**src/rtl/deser_1to8.sv**
```systemverilog
// Serial-to-parallel receiver: collects 8 qualified bits into a shadow word
// and presents the completed word on out0..out7 with a valid/ready handshake.
module deser_1to8 #(
  parameter bit MSB_FIRST = 1'b0
) (
  input  logic       clk,
  input  logic       rst,
  input  logic       sin,
  input  logic       sin_valid,
  input  logic       sof,
  input  logic       out_ready,
  output logic       out0,
  output logic       out1,
  output logic       out2,
  output logic       out3,
  output logic       out4,
  output logic       out5,
  output logic       out6,
  output logic       out7,
  output logic       out_valid,
  output logic [2:0] slot,
  output logic       frame_err,
  output logic       overrun
);

  localparam int unsigned WORD_W = 8;
  localparam int unsigned SLOT_W = 3;
  localparam logic [SLOT_W-1:0] LAST_SLOT = SLOT_W'(WORD_W - 1);
  localparam logic [SLOT_W-1:0] FIRST_IDX = MSB_FIRST ? LAST_SLOT : '0;

  typedef enum logic {
    IDLE    = 1'b0,
    COLLECT = 1'b1
  } state_e;

  state_e              state_q, state_d;
  logic [SLOT_W-1:0]   slot_q, slot_d;
  logic [WORD_W-1:0]   shadow_q, shadow_d;
  logic [WORD_W-1:0]   word_q, word_d;
  logic                out_valid_q, out_valid_d;
  logic                frame_err_q, frame_err_d;
  logic                overrun_q, overrun_d;
  logic [SLOT_W-1:0]   idx;
  logic [WORD_W-1:0]   full_word;

  always_ff @(posedge clk or posedge rst) begin
    if (rst) begin
      state_q     <= IDLE;
      slot_q      <= '0;
      shadow_q    <= '0;
      word_q      <= '0;
      out_valid_q <= 1'b0;
      frame_err_q <= 1'b0;
      overrun_q   <= 1'b0;
    end else begin
      state_q     <= state_d;
      slot_q      <= slot_d;
      shadow_q    <= shadow_d;
      word_q      <= word_d;
      out_valid_q <= out_valid_d;
      frame_err_q <= frame_err_d;
      overrun_q   <= overrun_d;
    end
  end

  // Next-state: handshake clear first so a completing word overrides it.
  always_comb begin
    state_d     = state_q;
    slot_d      = slot_q;
    shadow_d    = shadow_q;
    word_d      = word_q;
    out_valid_d = out_valid_q;
    frame_err_d = 1'b0;
    overrun_d   = overrun_q;
    idx         = MSB_FIRST ? SLOT_W'(LAST_SLOT - slot_q) : slot_q;
    full_word   = shadow_q;
    full_word[idx] = sin;

    if (out_valid_q && out_ready) begin
      out_valid_d = 1'b0;
    end

    if (sin_valid) begin
      if (state_q == IDLE) begin
        if (sof) begin
          shadow_d            = '0;
          shadow_d[FIRST_IDX] = sin;
          slot_d              = SLOT_W'(1);
          state_d             = COLLECT;
        end
      end else if (sof && (slot_q != '0)) begin
        // Resync: drop the partial word and restart at slot 0.
        shadow_d            = '0;
        shadow_d[FIRST_IDX] = sin;
        slot_d              = SLOT_W'(1);
        frame_err_d         = 1'b1;
      end else begin
        shadow_d[idx] = sin;
        slot_d        = SLOT_W'(slot_q + SLOT_W'(1));
        if (slot_q == LAST_SLOT) begin
          if (!out_valid_q || out_ready) begin
            word_d      = full_word;
            out_valid_d = 1'b1;
          end else begin
            overrun_d = 1'b1;
          end
        end
      end
    end
  end

  assign out0      = word_q[0];
  assign out1      = word_q[1];
  assign out2      = word_q[2];
  assign out3      = word_q[3];
  assign out4      = word_q[4];
  assign out5      = word_q[5];
  assign out6      = word_q[6];
  assign out7      = word_q[7];
  assign out_valid = out_valid_q;
  assign slot      = slot_q;
  assign frame_err = frame_err_q;
  assign overrun   = overrun_q;

endmodule

```
**config.mk**
```make
export PLATFORM = sky130hd
export DESIGN_NAME = deser_1to8
export DESIGN_NICKNAME = d
export VERILOG_FILES = /design/src/rtl/deser_1to8.sv
export SDC_FILE = /design/constraint.sdc
export NUM_CORES = 1
export LEC_CHECK = 0
export CELL_PAD_IN_SITES_DETAIL_PLACEMENT = 0
export CELL_PAD_IN_SITES_GLOBAL_PLACEMENT = 1
export CORE_UTILIZATION = 42
export CTS_BUF_LIST = sky130_fd_sc_hd__clkbuf_2 sky130_fd_sc_hd__clkbuf_4 sky130_fd_sc_hd__clkbuf_8
export CTS_CLUSTER_DIAMETER = 50
export DETAILED_ROUTE_END_ITERATION = 6
export PLACE_DENSITY_LB_ADDON = 0.1
export SKIP_LAST_GASP = 1
export SYNTH_ARGS = -nofsm -noshare
export SYNTH_HDL_FRONTEND = slang
export SYNTH_SLANG_ARGS = --single-unit
```
**constraint.sdc**
```tcl
create_clock -name clk -period 2.5 [get_ports clk]
set_input_delay 0.75 -clock clk [delete_from_list [all_inputs] [get_ports clk]]
set_output_delay 0.75 -clock clk [all_outputs]
set_load 0.05 [all_outputs]
```
# Word-level counts from Yosys, hierarchy flattened
# Cells that the tools add are included.
dict set report word_totals {
  in_bits 6
  elab_cells 43
  ram_bits 0
  reg_bits 23
  romBits 0
  memories 0
  latch_bits 0
}
dict set report classes {
  muxes 20
  div_mod_pow 0
  eq_ne 1
  reduce_logical 10
  bitwise 2
  order_cmp 2
  shift 0
  n_mul 0
  add_sub_neg 1
}
# op count
set ops {}
lappend ops {{$mux W8} 3}
lappend ops {{$mux W1} 12}
lappend ops {{$reduce_and A5 Y1} 2}
lappend ops {{$mux W3} 3}
lappend ops {{$bwmux W8} 1}
lappend ops {{$lt A3 B4 Y1 const B} 1}
lappend ops {{$add A3 B1 Y3 const B} 1}
lappend ops {{$demux W1 S3} 1}
lappend ops {{$eq A3 B3 Y1 const B} 1}
lappend ops {{$ge A3 B1 Y1 const B} 1}
lappend ops {{$logic_and A1 B1 Y1} 3}
lappend ops {{$reduce_bool A3 Y1} 1}
lappend ops {{$not A1 Y1} 2}
lappend ops {{$reduce_and A2 Y1} 1}
lappend ops {{$reduce_bool A2 Y1} 1}
lappend ops {{$logic_not A1 Y1} 1}
lappend ops {{$logic_or A1 B1 Y1} 1}

# Depth between registers and ports, before layout
dict set report logic_depth {
  depth_word 7
  mapped_depth 6
}

# Least setup slack after synthesis
# No wires, ideal clock.
dict set report synth_path {
  kind {reg-to-reg}
  start {register slot_q[0], in the netlist slot[0]}
  end {register word_q[0]}
  slack_ns 0.447
  path_stages_with_launch 7
  t_arrival_ns 1.928
  path_buffers 1
  path_cell_list {dfrtp_1 > buf_2 > inv_1 > ha_1 > nand2b_4 > a211oi_4 > mux2_2}
}
dict set report synth_between {
  elab_chain_cells 5
  elab_cells_between_ends 11
  cone_classes {order compare: 2; eq/ne: 1; mux: 3; bitwise: 1; reduce/logical: 4}
}
# item line_no
set synth_lines {}
lappend synth_lines {{from (decl)} 37} ;# logic [SLOT_W-1:0] slot_q, slot_d;
lappend synth_lines {{from (signal assigned)} 57} ;# slot_q <= slot_d;
lappend synth_lines {{$lt A3 B4 Y1 (implied by the code) or $ge A3 B1 Y1 (tied branches)} 77} ;# full_word[idx] = sin;
lappend synth_lines {{$logic_and A1 B1 Y1 (implied by the code)} 77}
lappend synth_lines {{$mux W1 (implied by the code)} 77}
lappend synth_lines {{$demux W1 S3} 77}
lappend synth_lines {{$bwmux W8} 77}
lappend synth_lines {{to (signal assigned)} 59} ;# word_q <= word_d;
lappend synth_lines {{to (decl)} 39} ;# logic [WORD_W-1:0] word_q, word_d;
# Several ways; a longest one is shown, not always the timed one.
# A chain may end at the register's enable or synchronous reset.

# Final worst setup path
dict set report layout_path {
  start {register word_q[1]}
  end {output port out1}
}
# item line_no
set layout_rtl {}
lappend layout_rtl {{to (decl)} 13} ;# output logic out1,
# No word-level cell between the ends.

==> flow_summary_export.csv <==
group,metric,value,unit
synthesis,syn_inst,90,
setup_path,cp_top_family,"buffers and inverters",
synthesis,synth_compound_area_frac,0.125,
synthesis,synth_xor_area_frac,0,
layout,antenna_cells,0,
layout,nets,126,
setup_path,path_cells,"clkdlybuf4s50_1",
setup_path,critical_path.startpoint,"word_q[1]$_DFFE_PP0P_",
route,postRouteAntennaNets,0,
route,drt_iter0_drc,1,
layout,drive_gt1_frac,0.233,
clock_tree,ctsResizeCount,0,
sta,period_minus_slack,2.27,ns
floorplanning,start_util,0.446,
setup_path,worst-path-buf-inv,1,
synthesis,synthAdderAreaFrac,0.0340,
clock_tree,cts_max_level,1,
route,wl_per_cell,14.8,um
hold_path,min_from,"overrun$_DFFE_PP0P_",
route,via_per_inst,5.34,
layout,final_util,0.563,
synthesis,synth-simple-area-share,0.104,
sta,fin_skew,0.00879,ns
floorplanning,die_x,53.3,um
placement,place_inst,142,
route,wirelength,2160,um
sta,finalSetupViolCount,0,
clock_tree,clockBufferDepth,2,
layout,instances_no_fill,146,
synthesis,synth_seq_cells,23,
power_and_ir_drop,power_density,1030,nW/um2
sta,slew_headroom,0.664,
placement,gp_congestion,0.730,
clock_tree,clockRootBuffer,"clkbuf_4",
clock_tree,path_clk_slew,0.13,ns
synthesis,synth.area.mux_share,0.176,
hold_path,min-delay-path-class,"flip-flop to flip-flop",
route,via_count,779,
synthesis,syn-cell-area,1100,um2
layout,area_delta_synth_final,26.3,%
power_and_ir_drop,p_total,1.44,mW
sta,fin_tns_setup,0,ns
synthesis,synth_top_cells_by_area,"dfrtp_1 (52%), mux2_2 (11%), mux2i_1 (6.3%), a22o_1 (4.8%), ha_1 (3.4%)",
placement,dpl.hpwl,1470,um
global_route,grt_pass1_vias,791,
setup_path,slowest_stage,"clkdlybuf4s50_1",
global_route,antenna_found_initial,0,
setup_path,r2r_slack,0.47,ns
floorplanning,placementRows,18,
job,maxCapViolations,0,
global_route,grt.overflow.total,0,
sta,drv_slew,0,
floorplanning,io_pins,20,
floorplanning,dieArea,2840,um2
synthesis,synth_top_area_frac,0.521,
sta,fmax,0.441,GHz
synthesis,avgSynthCellArea,12.3,um2
clock_tree,numCtsBuffers,3,
sta,hold_viol,0,
setup_path,rr_endpoint,"word_q[0]$_DFFE_PP0P_",
clock_tree,cts.sinks,23,
global_route,grt_max_degree,24,
run_status,run_status,"finished clean",
setup_path,cp-end-kind,"output port",
placement,portBuffers,19,
sta,grt_setup_unrepaired,"false",
floorplanning,die_y,53.3,um
setup_path,required,1.75,ns
setup_path,path_class,"flip-flop to output port",
route,first_pass_iters,4,
synthesis,yosys_warnings,0,
setup_path,critPathMaxStageDelay,0.81,ns
global_route,grt_first_pass_wirelength,3620,um
sta,worst_slew_pin_slew,0.502,ns
setup_path,cp_max_fo,2,
setup_path,r2r-start,"slot[0]$_DFFE_PP0P_",
power_and_ir_drop,leakagePower,0.656,nW
synthesis,yosysTopAreaCell,"dfrtp_1",
clock_tree,postCtsSetupBuffers,0,
clock_tree,clock_latency,0.31,ns
hold_path,holdPathStages,1,
power_and_ir_drop,vdd_drop_max,0.000601,V
synthesis,ys_seq_area_frac,0.521,
synthesis,synth_nets,99,
hold_path,min_to,"overrun$_DFFE_PP0P_",
route,drc,0,
global_route,grt_use_total,0.183,
setup_path,crit_arrival,1.52,ns
setup_path,reg2regPathDepth,5,
synthesis,synth_top_family_by_area,"multiplexers",
clock_tree,ctsHoldBuffers,0,
clock_tree,cts_tree,"done",
setup_path,start_kind,"flip-flop",
sta,finalCritPeriodShare,0.906,
synthesis,synth_cell_types,24,
floorplanning,core_area,2480,um2
-- placed cells by master, fill, tap and decap left out --
cell type,n
dfrtp_1,23
clkdlybuf4s50_1,18
mux2_2,11
buf_4,9
mux2i_1,7
a22o_1,6
inv_1,6
nand2_1,4
nand3b_1,4
nor3b_1,3
a21o_1,3
o21ai_0,3
ha_1,3
clkbuf_4,3
nand3_1,2
nand2b_4,1
o21ai_1,1
a21oi_1,1
nor3_1,1
nor2b_1,1
a211oi_4,1
and2_1,1
and3_1,1
a31o_2,1
a32oi_1,1
clkinv_2,1
-- flip-flops by register name (all words and copies together) (netlist names) --
name       cells
frame_err      1
state_q        1
out_valid      1
slot           3
shadow_q       8
overrun        1
word_q         8
-- synth_stat cells --
| cell type | instances |
|---|---|
| dfrtp_1 | 23 |
| mux2_2 | 11 |
| mux2i_1 | 7 |
| a22o_1 | 6 |
| inv_1 | 6 |
| nand2_1 | 4 |
| nand3b_1 | 4 |
| a21o_1 | 3 |
| buf_2 | 3 |
| ha_1 | 3 |
| nor3b_1 | 3 |
| o21ai_0 | 3 |
| clkbuf_1 | 2 |
| nand3_1 | 2 |
| a211oi_4 | 1 |
| a21oi_1 | 1 |
| a31o_2 | 1 |
| a32oi_1 | 1 |
| and2_1 | 1 |
| and3_1 | 1 |
| nand2b_4 | 1 |
| nor2b_1 | 1 |
| nor3_1 | 1 |
| o21ai_1 | 1 |
-- logic make-up after synthesis --
logic type,Yosys count
AOI/OAI and AO/OA,17
adders and majority gates,3
buffers and inverters,11
DFF,23
muxes,18
and+or+nand+nor,18
-- cell type report --
class / count / area [um2]
fill: 230 / 1080
sequential: 23 / 576
multi-input combinational: 56 / 484
timing repair buffer: 27 / 248
tap: 30 / 37.5
clock buffer: 3 / 22.5
inverter: 6 / 22.5
clock inverter: 1 / 5.00
-- per-stage QoR --
stage	hold WS [ns]	worst slack, ns	area, um2
floorplan	0.449	0.447	1100
global placement	0.451	0.300	1370
detailed placement	0.462	0.234	1370
CTS	0.491	0.221	1400
global route	0.502	0.189	1400
finish	0.486	0.234	1400
-- report_power, final --
part	total, mW	switching, mW	internal (mW)
combinational	0.741	0.437	0.304
clock	0.175	0.115	0.0598
sequential	0.527	0.0585	0.468
total	1.44	0.610	0.832
-- layer usage --
metal,share of wire,GRT usage,up-vias
met3,0.029,0.0287,2
met5,0,0,-
met2,0.49,0.294,12
met1,0.47,0.235,396
li1,-,-,369
met4,0.0088,0.0921,0
-- how the worst max path moves through the flow --
stage                             to  slack (ns)  depth (start not counted)
6_report                        out1        0.23                          1
5_1_grt                         out1        0.19                          1
4_1_cts                         out1        0.22                          1
3_5_place_dp   word_q[0]$_DFFE_PP0P_        0.23                          4
3_3_place_gp   word_q[3]$_DFFE_PP0P_        0.30                          4
2_1_floorplan  word_q[0]$_DFFE_PP0P_        0.45                          6
-- worst register-to-register path, stage by stage (launching register included) --
cell and delay, ns:
dfrtp_1 0.60, ha_1 0.22, ha_1 0.20, nand3_1 0.13, a211oi_4 0.39, mux2_2 0.39
No activity file was read; power rests on OpenSTA's default activity.
